==> src/rtl/edge_event_arbiter.sv <==
// Rising-edge event latch with round-robin valid/ready event port and overrun flags.
// Optional EDGE_ARB_DROP_CNT_EN adds an 8-bit saturating count of discarded edges.
module edge_event_arbiter #(
  parameter int N   = 4,
  parameter int IDW = $clog2(N)
) (
  input  logic           clk,
  input  logic           rst,
  input  logic [N-1:0]   x,
  output logic           ev_valid,
  output logic [IDW-1:0] ev_id,
  input  logic           ev_ready,
  output logic [N-1:0]   drop,
  input  logic           drop_clr,
`ifdef EDGE_ARB_DROP_CNT_EN
  output logic [7:0]     drop_cnt,
`endif
  output logic           busy,
  output logic           dbg_state
);

  typedef enum logic {
    IDLE  = 1'b0,
    OFFER = 1'b1
  } state_t;

  state_t         state_q, state_d;
  logic [N-1:0]   x_q;
  logic [N-1:0]   pending_q, pending_d;
  logic [N-1:0]   drop_q, drop_d;
  logic [IDW-1:0] last_q, last_d;
  logic [IDW-1:0] ev_id_q, ev_id_d;

  logic [N-1:0]   edge_det;
  logic [N-1:0]   acc_mask;
  logic [N-1:0]   drop_new;
  logic           found;
  logic [IDW-1:0] winner;

  assign edge_det = x & ~x_q;

  // Round-robin scan starting just after the last served channel.
  always_comb begin
    int idx;
    found  = 1'b0;
    winner = '0;
    idx    = 0;
    for (int off = 1; off <= N; off++) begin
      idx = int'(last_q) + off;
      if (idx >= N) idx = idx - N;
      if (!found && pending_q[idx]) begin
        found  = 1'b1;
        winner = idx[IDW-1:0];
      end
    end
  end

  // Handshake: an event transfers on a clk edge where ev_valid & ev_ready;
  // once raised, ev_valid and ev_id hold until that transfer happens.
  always_comb begin
    state_d  = state_q;
    ev_id_d  = ev_id_q;
    last_d   = last_q;
    acc_mask = '0;
    unique case (state_q)
      IDLE: begin
        if (|pending_q) begin
          ev_id_d = winner;
          state_d = OFFER;
        end
      end
      OFFER: begin
        if (ev_ready) begin
          acc_mask[ev_id_q] = 1'b1;
          last_d            = ev_id_q;
          state_d           = IDLE;
        end
      end
      default: state_d = IDLE;
    endcase
  end

  // An edge landing on the channel being accepted re-arms it instead of dropping.
  assign drop_new  = edge_det & pending_q & ~acc_mask;
  assign pending_d = (pending_q & ~acc_mask) | edge_det;
  assign drop_d    = (drop_clr ? '0 : drop_q) | drop_new;

  always_ff @(posedge clk or negedge rst) begin
    if (!rst) begin
      state_q   <= IDLE;
      x_q       <= '0;
      pending_q <= '0;
      drop_q    <= '0;
      last_q    <= IDW'(N - 1);
      ev_id_q   <= '0;
    end else begin
      state_q   <= state_d;
      x_q       <= x;
      pending_q <= pending_d;
      drop_q    <= drop_d;
      last_q    <= last_d;
      ev_id_q   <= ev_id_d;
    end
  end

`ifdef EDGE_ARB_DROP_CNT_EN
  logic [7:0] drop_cnt_q, drop_cnt_d;
  logic [4:0] drop_pop;
  logic [8:0] cnt_sum;

  always_comb begin
    drop_pop = '0;
    for (int i = 0; i < N; i++) begin
      drop_pop = drop_pop + 5'(drop_new[i]);
    end
    cnt_sum    = (drop_clr ? 9'd0 : {1'b0, drop_cnt_q}) + {4'd0, drop_pop};
    drop_cnt_d = (cnt_sum > 9'd255) ? 8'd255 : cnt_sum[7:0];
  end

  always_ff @(posedge clk or negedge rst) begin
    if (!rst) drop_cnt_q <= '0;
    else      drop_cnt_q <= drop_cnt_d;
  end

  assign drop_cnt = drop_cnt_q;
`endif

  assign ev_valid  = (state_q == OFFER);
  assign ev_id     = ev_id_q;
  assign drop      = drop_q;
  assign busy      = (|pending_q) | ev_valid;
  assign dbg_state = state_q;

endmodule

==> config.mk <==
export PLATFORM = sky130hd
export DESIGN_NAME = edge_event_arbiter
export DESIGN_NICKNAME = d
export VERILOG_FILES = /design/src/rtl/edge_event_arbiter.sv
export SDC_FILE = /design/constraint.sdc
export NUM_CORES = 1
export LEC_CHECK = 0
export BUFFER_PORTS_ARGS = -buffer_cell sky130_fd_sc_hd__buf_2
export CAP_MARGIN = 20
export CORE_UTILIZATION = 50
export DETAILED_ROUTE_END_ITERATION = 6
export GPL_ROUTABILITY_DRIVEN = 0
export PLACE_DENSITY = 0.73
export SLEW_MARGIN = 5
export SYNTH_ARGS = -nofsm -noshare
export SYNTH_HDL_FRONTEND = slang
export SYNTH_SLANG_ARGS = --single-unit
==> constraint.sdc <==
create_clock -name clk -period 1.7 [get_ports clk]
set_clock_uncertainty 0.2 [all_clocks]
set_input_delay 0.34 -clock clk [delete_from_list [all_inputs] [get_ports clk]]
set_output_delay 0.34 -clock clk [all_outputs]
set_load 0.1 [all_outputs]
Word-level counts from Yosys, hierarchy flattened
Cells that the tools add are included.
{"block": "classes", "addsub": 8, "n_lt_le_gt_ge": 10, "mux": 31, "n_bitwise": 10, "n_reduce_logical": 10}
{"op": "< comparator 32 x 4 -> 1 bit, second input constant", "count": 4}
{"op": "two-way mux 32 bit", "count": 4}
{"op": "AND 4 bit", "count": 4}
{"op": "two-way mux 1 bit", "count": 14}
{"op": "two-way mux 4 bit", "count": 3}
{"op": "subtractor 3 x 3 -> 4 bit, second input constant", "count": 3}
{"op": ">= comparator 3 bit, second input constant", "count": 3}
{"op": "binary-select mux 1 bit (select 2 bit)", "count": 4}
{"op": "two-way mux 2 bit", "count": 4}
{"op": "inverter 4 bit", "count": 2}
{"op": "bitwise OR 4 bit", "count": 2}
{"op": "adder 2 x 2 -> 3 bit, second input constant", "count": 2}
{"op": "subtractor 4 x 3 -> 5 bit, second input constant", "count": 1}
{"op": "adder 2 x 3 -> 4 bit, second input constant", "count": 1}
{"op": ">= comparator 4 x 3 -> 1 bit, second input constant", "count": 1}
{"op": "logical AND 1 bit", "count": 4}
{"op": "AND reduction 2 bit", "count": 2}
{"op": "OR reduction 4 bit", "count": 1}
{"op": "adder 2 x 1 -> 3 bit, second input constant", "count": 1}
{"op": "zero test 1 bit", "count": 3}
{"op": "< comparator 2 x 3 -> 1 bit, second input constant", "count": 1}
{"op": "demux 1 bit (select 2 bit)", "count": 1}
{"op": ">= comparator 2 x 1 -> 1 bit, second input constant", "count": 1}
{"op": "one-hot mux 1 bit (2 select lines)", "count": 1}
{"op": "other kinds (2)", "count": 2}
{"block": "word_totals", "register_bits": 17, "inputBits": 8, "out_inout_bits": 9, "word_cells": 75}

Depth between registers and ports, before layout
{"block": "logic_depth", "depth_word": 16, "depth_mapped": 5, "depth_no_buf": 4}

Worst setup path after synthesis
No wires, ideal clock.
{"block": "synth_path", "kind": "reg2out", "from": "reg state_q (netlist: dbg_state)", "to": "out busy", "t_arrival_ps": 1838, "required_time_ps": 1160, "setup_slack_ps": -678, "stages_incl_launch_ff": 2, "path_buffers": 0, "cell_sequence": "dfrtp_1 -> nand2b_1"}
{"block": "synth_between", "elab_chain_cells": 1}
{"element": "start, declared", "line_no": "27", "rtl": "state_t state_q, state_d;"}
{"element": "start signal, assigned", "line_no": "97", "rtl": "state_q <= state_d;"}
{"element": "bitwise OR 1 bit", "line_no": "131", "rtl": "assign busy = (|pending_q) | ev_valid;"}
{"element": "end, declared", "line_no": "18", "rtl": "output logic busy,"}
No other way between the ends.

Final worst setup path
{"block": "layout_path", "from": "reg pending_q[2]", "to": "out busy"}
{"block": "layout_between", "elab_chain_cells": 2}
{"element": "start, declared", "line_no": "29", "rtl": "logic [N-1:0] pending_q, pending_d;"}
{"element": "start signal, assigned", "line_no": "99", "rtl": "pending_q <= pending_d;"}
{"element": "OR reduction 4 bit", "line_no": "131"}
{"element": "bitwise OR 1 bit", "line_no": "131"}
No other way between the ends.

==> impl_metrics.toml <==
[synth]
netlist.area_leader.share = 0.5085
synthCells = 74
synth.distinct_cells = 23
mappedNetlistNets = 82
synthMostInstantiatedCell = "sky130_fd_sc_hd__dfrtp_1"
synth_enable_flop_cells = 0
synth-async-reset-ratio = 1.000
synth_largest_area_cell = "sky130_fd_sc_hd__dfrtp_1"
synth_top_cells_by_count = "sky130_fd_sc_hd__dfrtp_1, sky130_fd_sc_hd__nand2_1, sky130_fd_sc_hd__nor2_1"
synth.yosys.warnings = 0
ys_seq_elements = 17
top_cells_by_area_in_the_synthesized_netlist = "sky130_fd_sc_hd__dfrtp_1, sky130_fd_sc_hd__dfstp_2, sky130_fd_sc_hd__nand2_1"
ys.flop_type = "sky130_fd_sc_hd__dfrtp_1"
netlist_area_um2 = 738.2
share_of_the_yosys_chip_area_belonging_to_registers = 0.5797
mean_instance_size_in_the_synthesized_netlist_um2 = 9.976

[die]
core.rowCount = 13
floorplan.die.height_um = 40.43
core_area_mm2 = 0.001334
floorplan.die.width_um = 40.43
die_area_mm2 = 0.001634
start_util = 0.5535
num_io_pins = 17

[outcome]
run_status = "finished with violations"
violated_checks = "negative setup slack"

[routing]
vias_per_instance = 5.216
detail_route.wl_per_cell_um = 12.03
wl_um = 1396
first_pass_iters = 4
via_count = 605
detail-route-antenna-nets = 0
drt_iter0_markers = 11
detail_route.drc_violations = 0

[power]
leakage_nw = 0.4492
vdd_drop_max_mv = 1.096
power_per_cell_area_mw_per_mm2 = 1738
totalPowerFinal_mw = 1.684

[critical_path]
cp_slowest_stage_delay_ps = 390
regToRegEndpoint = "ev_id[1]$_DFFE_PN0P_"
r2r.worst_path.cells = 5
path_cells = "nor4_2, buf_4, nand2b_4, buf_12"
critPathBufInv = 2
reg2reg_setup_slack_ps = 140
worst_setup_path_start_kind = "flop"
criticalPathCategory = "flop to output port"
worst_setup_path_end_kind = "output port"
r2r_start = "pending_q[3]$_DFF_PN0_"
crit_fanout = 2
worst_ep_required_time_ps = 1160
critPathSlowestCell = "sky130_fd_sc_hd__dfrtp_1"
worstPathArrival_ps = 1350
timing.critical_path.max_delay_family = "flip-flops"

[sta]
slew-limit-headroom = 0.6776
rsz_0062_raised_after_global_routing = "yes"
timing.final.ws_setup_ps = -185.9
min_period_over_period = 1.109
max_slew.worst_pin.slew_ps = 486.9
clock.fmax_mhz = 530.2
setup_violations = 1
holdWs_ps = 87.83
finalWorstPathRequiredPeriod_ps = 1886
report.final.hold_viol_count = 0
timing_max_transition_violations_final = 0
setup-tns-final_ps = -185.9

[placement]
io_buffers = 16
placedCellCount = 106
dp.final_hpwl_um = 1038
placement.cell_area_um2 = 860.8
place_ws_ps = 34.97

[min_path]
worst_hold_path_type = "primary input to flop"
worstHoldPathCells = 2
hold_end = "drop[0]$_DFF_PN0_"
worst_hold_startpoint = "drop_clr"

[finish]
insertedDiodeCount = 0
final_core_util = 0.7261
finish.instance_area_um2 = 968.4
final_cells = 116
fraction_of_final_layout_cells_with_drive_strength_greater_than_1 = 0.3267
design.final.nets = 110
area_growth_syn_to_layout_pct = 31.19

[global_route]
pin_count_of_the_biggest_net_entering_global_routing = 18
global_route.usage.total = 0.2009
globalRoute.totalOverflow = 0
global_route_wire_length_before_repair_um = 2090
grt_antenna_before_repair = 0
grt_pass1_vias = 503

[clocking]
clk_latency_ps = 290
total_clock_sinks = 17
clock_tree.buffer_depth = 2
tritoncts = "yes"
path_clk_slew_ps = 90
cts-buffers-inserted = 3
clk_root_buffer_cell = "sky130_fd_sc_hd__clkbuf_4"
htree_levels = 1

[job]
drv.max_cap_violation_count = 0
[metal layers]
| layer | GRT usage | part of all wire |
|---|---|---|
| met5 | 0 | 0 |
| met4 | 0.07500 | 0.020 |
| met3 | 0.05556 | 0.043 |
| met2 | 0.3016 | 0.46 |
| met1 | 0.2764 | 0.48 |
[logic make-up (layout without fill, tap and decap cells)]
kind of cell    count (synthesis)  in the layout  share of synthesized area
compound gates                 18             18                     0.1508
simple gates                   28             28                     0.1763
xor+xnor                        1              1                    0.01187
buf+inv                         9             36                    0.06779
mux                             1              1                    0.01356
flops                          17             17                     0.5797
[repair_timing]
| action | CTS | global route |
|---|---|---|
| setup endpoints to repair | 1 | 4 |
| hold buffers | 5 | 0 |
| hold endpoints to repair | 19 | 0 |
| gates resized for setup | 4 | 3 |
| setup buffers | 1 | 0 |
[area by class of cell]
class | instances | area, um^2
fillers | 100 | 365.4
clock buffers | 3 | 22.52
flip-flops and latches | 17 | 431.7
repair buffers | 27 | 197.7
clock inverters | 1 | 5.005
inverters | 5 | 18.77
well taps | 15 | 18.77
multi-input cells | 48 | 274.0
[how the worst max path moves through the flow]
stage | from | end | slack [ps] | cells past startpoint
6_report | pending_q[2]$_DFF_PN0_ | busy | -190 | 4
5_1_grt | pending_q[2]$_DFF_PN0_ | busy | -290 | 4
4_1_cts | pending_q[2]$_DFF_PN0_ | busy | -180 | 4
3_5_place_dp | pending_q[2]$_DFF_PN0_ | busy | 30 | 4
3_3_place_gp | pending_q[2]$_DFF_PN0_ | busy | 50 | 4
2_1_floorplan | dbg_state$_DFF_PN0_ | busy | 50 | 1
[report_power, final]
group          internal [mW]  total, mW  switching, mW
Combinational          0.234      0.838          0.604
Sequential             0.530      0.638          0.108
Clock                 0.0875      0.208          0.120
[registers in the layout, indices dropped and copies added, names as in the netlist]
name	flops
last_q	2
drop	4
dbg_state	1
ev_id	2
pending_q	4
x_q	4
[cell usage in the layout (no fill, tap or decap)]
master                          netlist  final
sky130_fd_sc_hd__nand2_1             12     12
sky130_fd_sc_hd__dfrtp_1             15     12
sky130_fd_sc_hd__buf_2                1     12
sky130_fd_sc_hd__nor2_1               6      6
sky130_fd_sc_hd__clkbuf_4             0      6
sky130_fd_sc_hd__buf_4                2      6
sky130_fd_sc_hd__inv_1                5      5
sky130_fd_sc_hd__o21ai_0              5      5
sky130_fd_sc_hd__dlygate4sd3_1        0      5
sky130_fd_sc_hd__nand2b_1             5      4
sky130_fd_sc_hd__o22ai_1              4      4
sky130_fd_sc_hd__a21oi_1              3      3
sky130_fd_sc_hd__dfrtp_2              0      3
sky130_fd_sc_hd__o31ai_1              2      2
sky130_fd_sc_hd__nand3_1              2      2
sky130_fd_sc_hd__dfstp_2              2      2
sky130_fd_sc_hd__nor4_2               0      1
sky130_fd_sc_hd__nand2b_4             0      1
sky130_fd_sc_hd__and2_1               1      1
sky130_fd_sc_hd__o21bai_1             1      1
sky130_fd_sc_hd__mux2i_1              1      1
sky130_fd_sc_hd__a211oi_1             1      1
sky130_fd_sc_hd__xnor2_1              1      1
sky130_fd_sc_hd__a221o_1              1      1
sky130_fd_sc_hd__or3b_1               1      1
sky130_fd_sc_hd__a31oi_1              1      1
sky130_fd_sc_hd__clkinv_2             0      1
sky130_fd_sc_hd__buf_12               0      1
No activity file was read; power rests on OpenSTA's default activity.
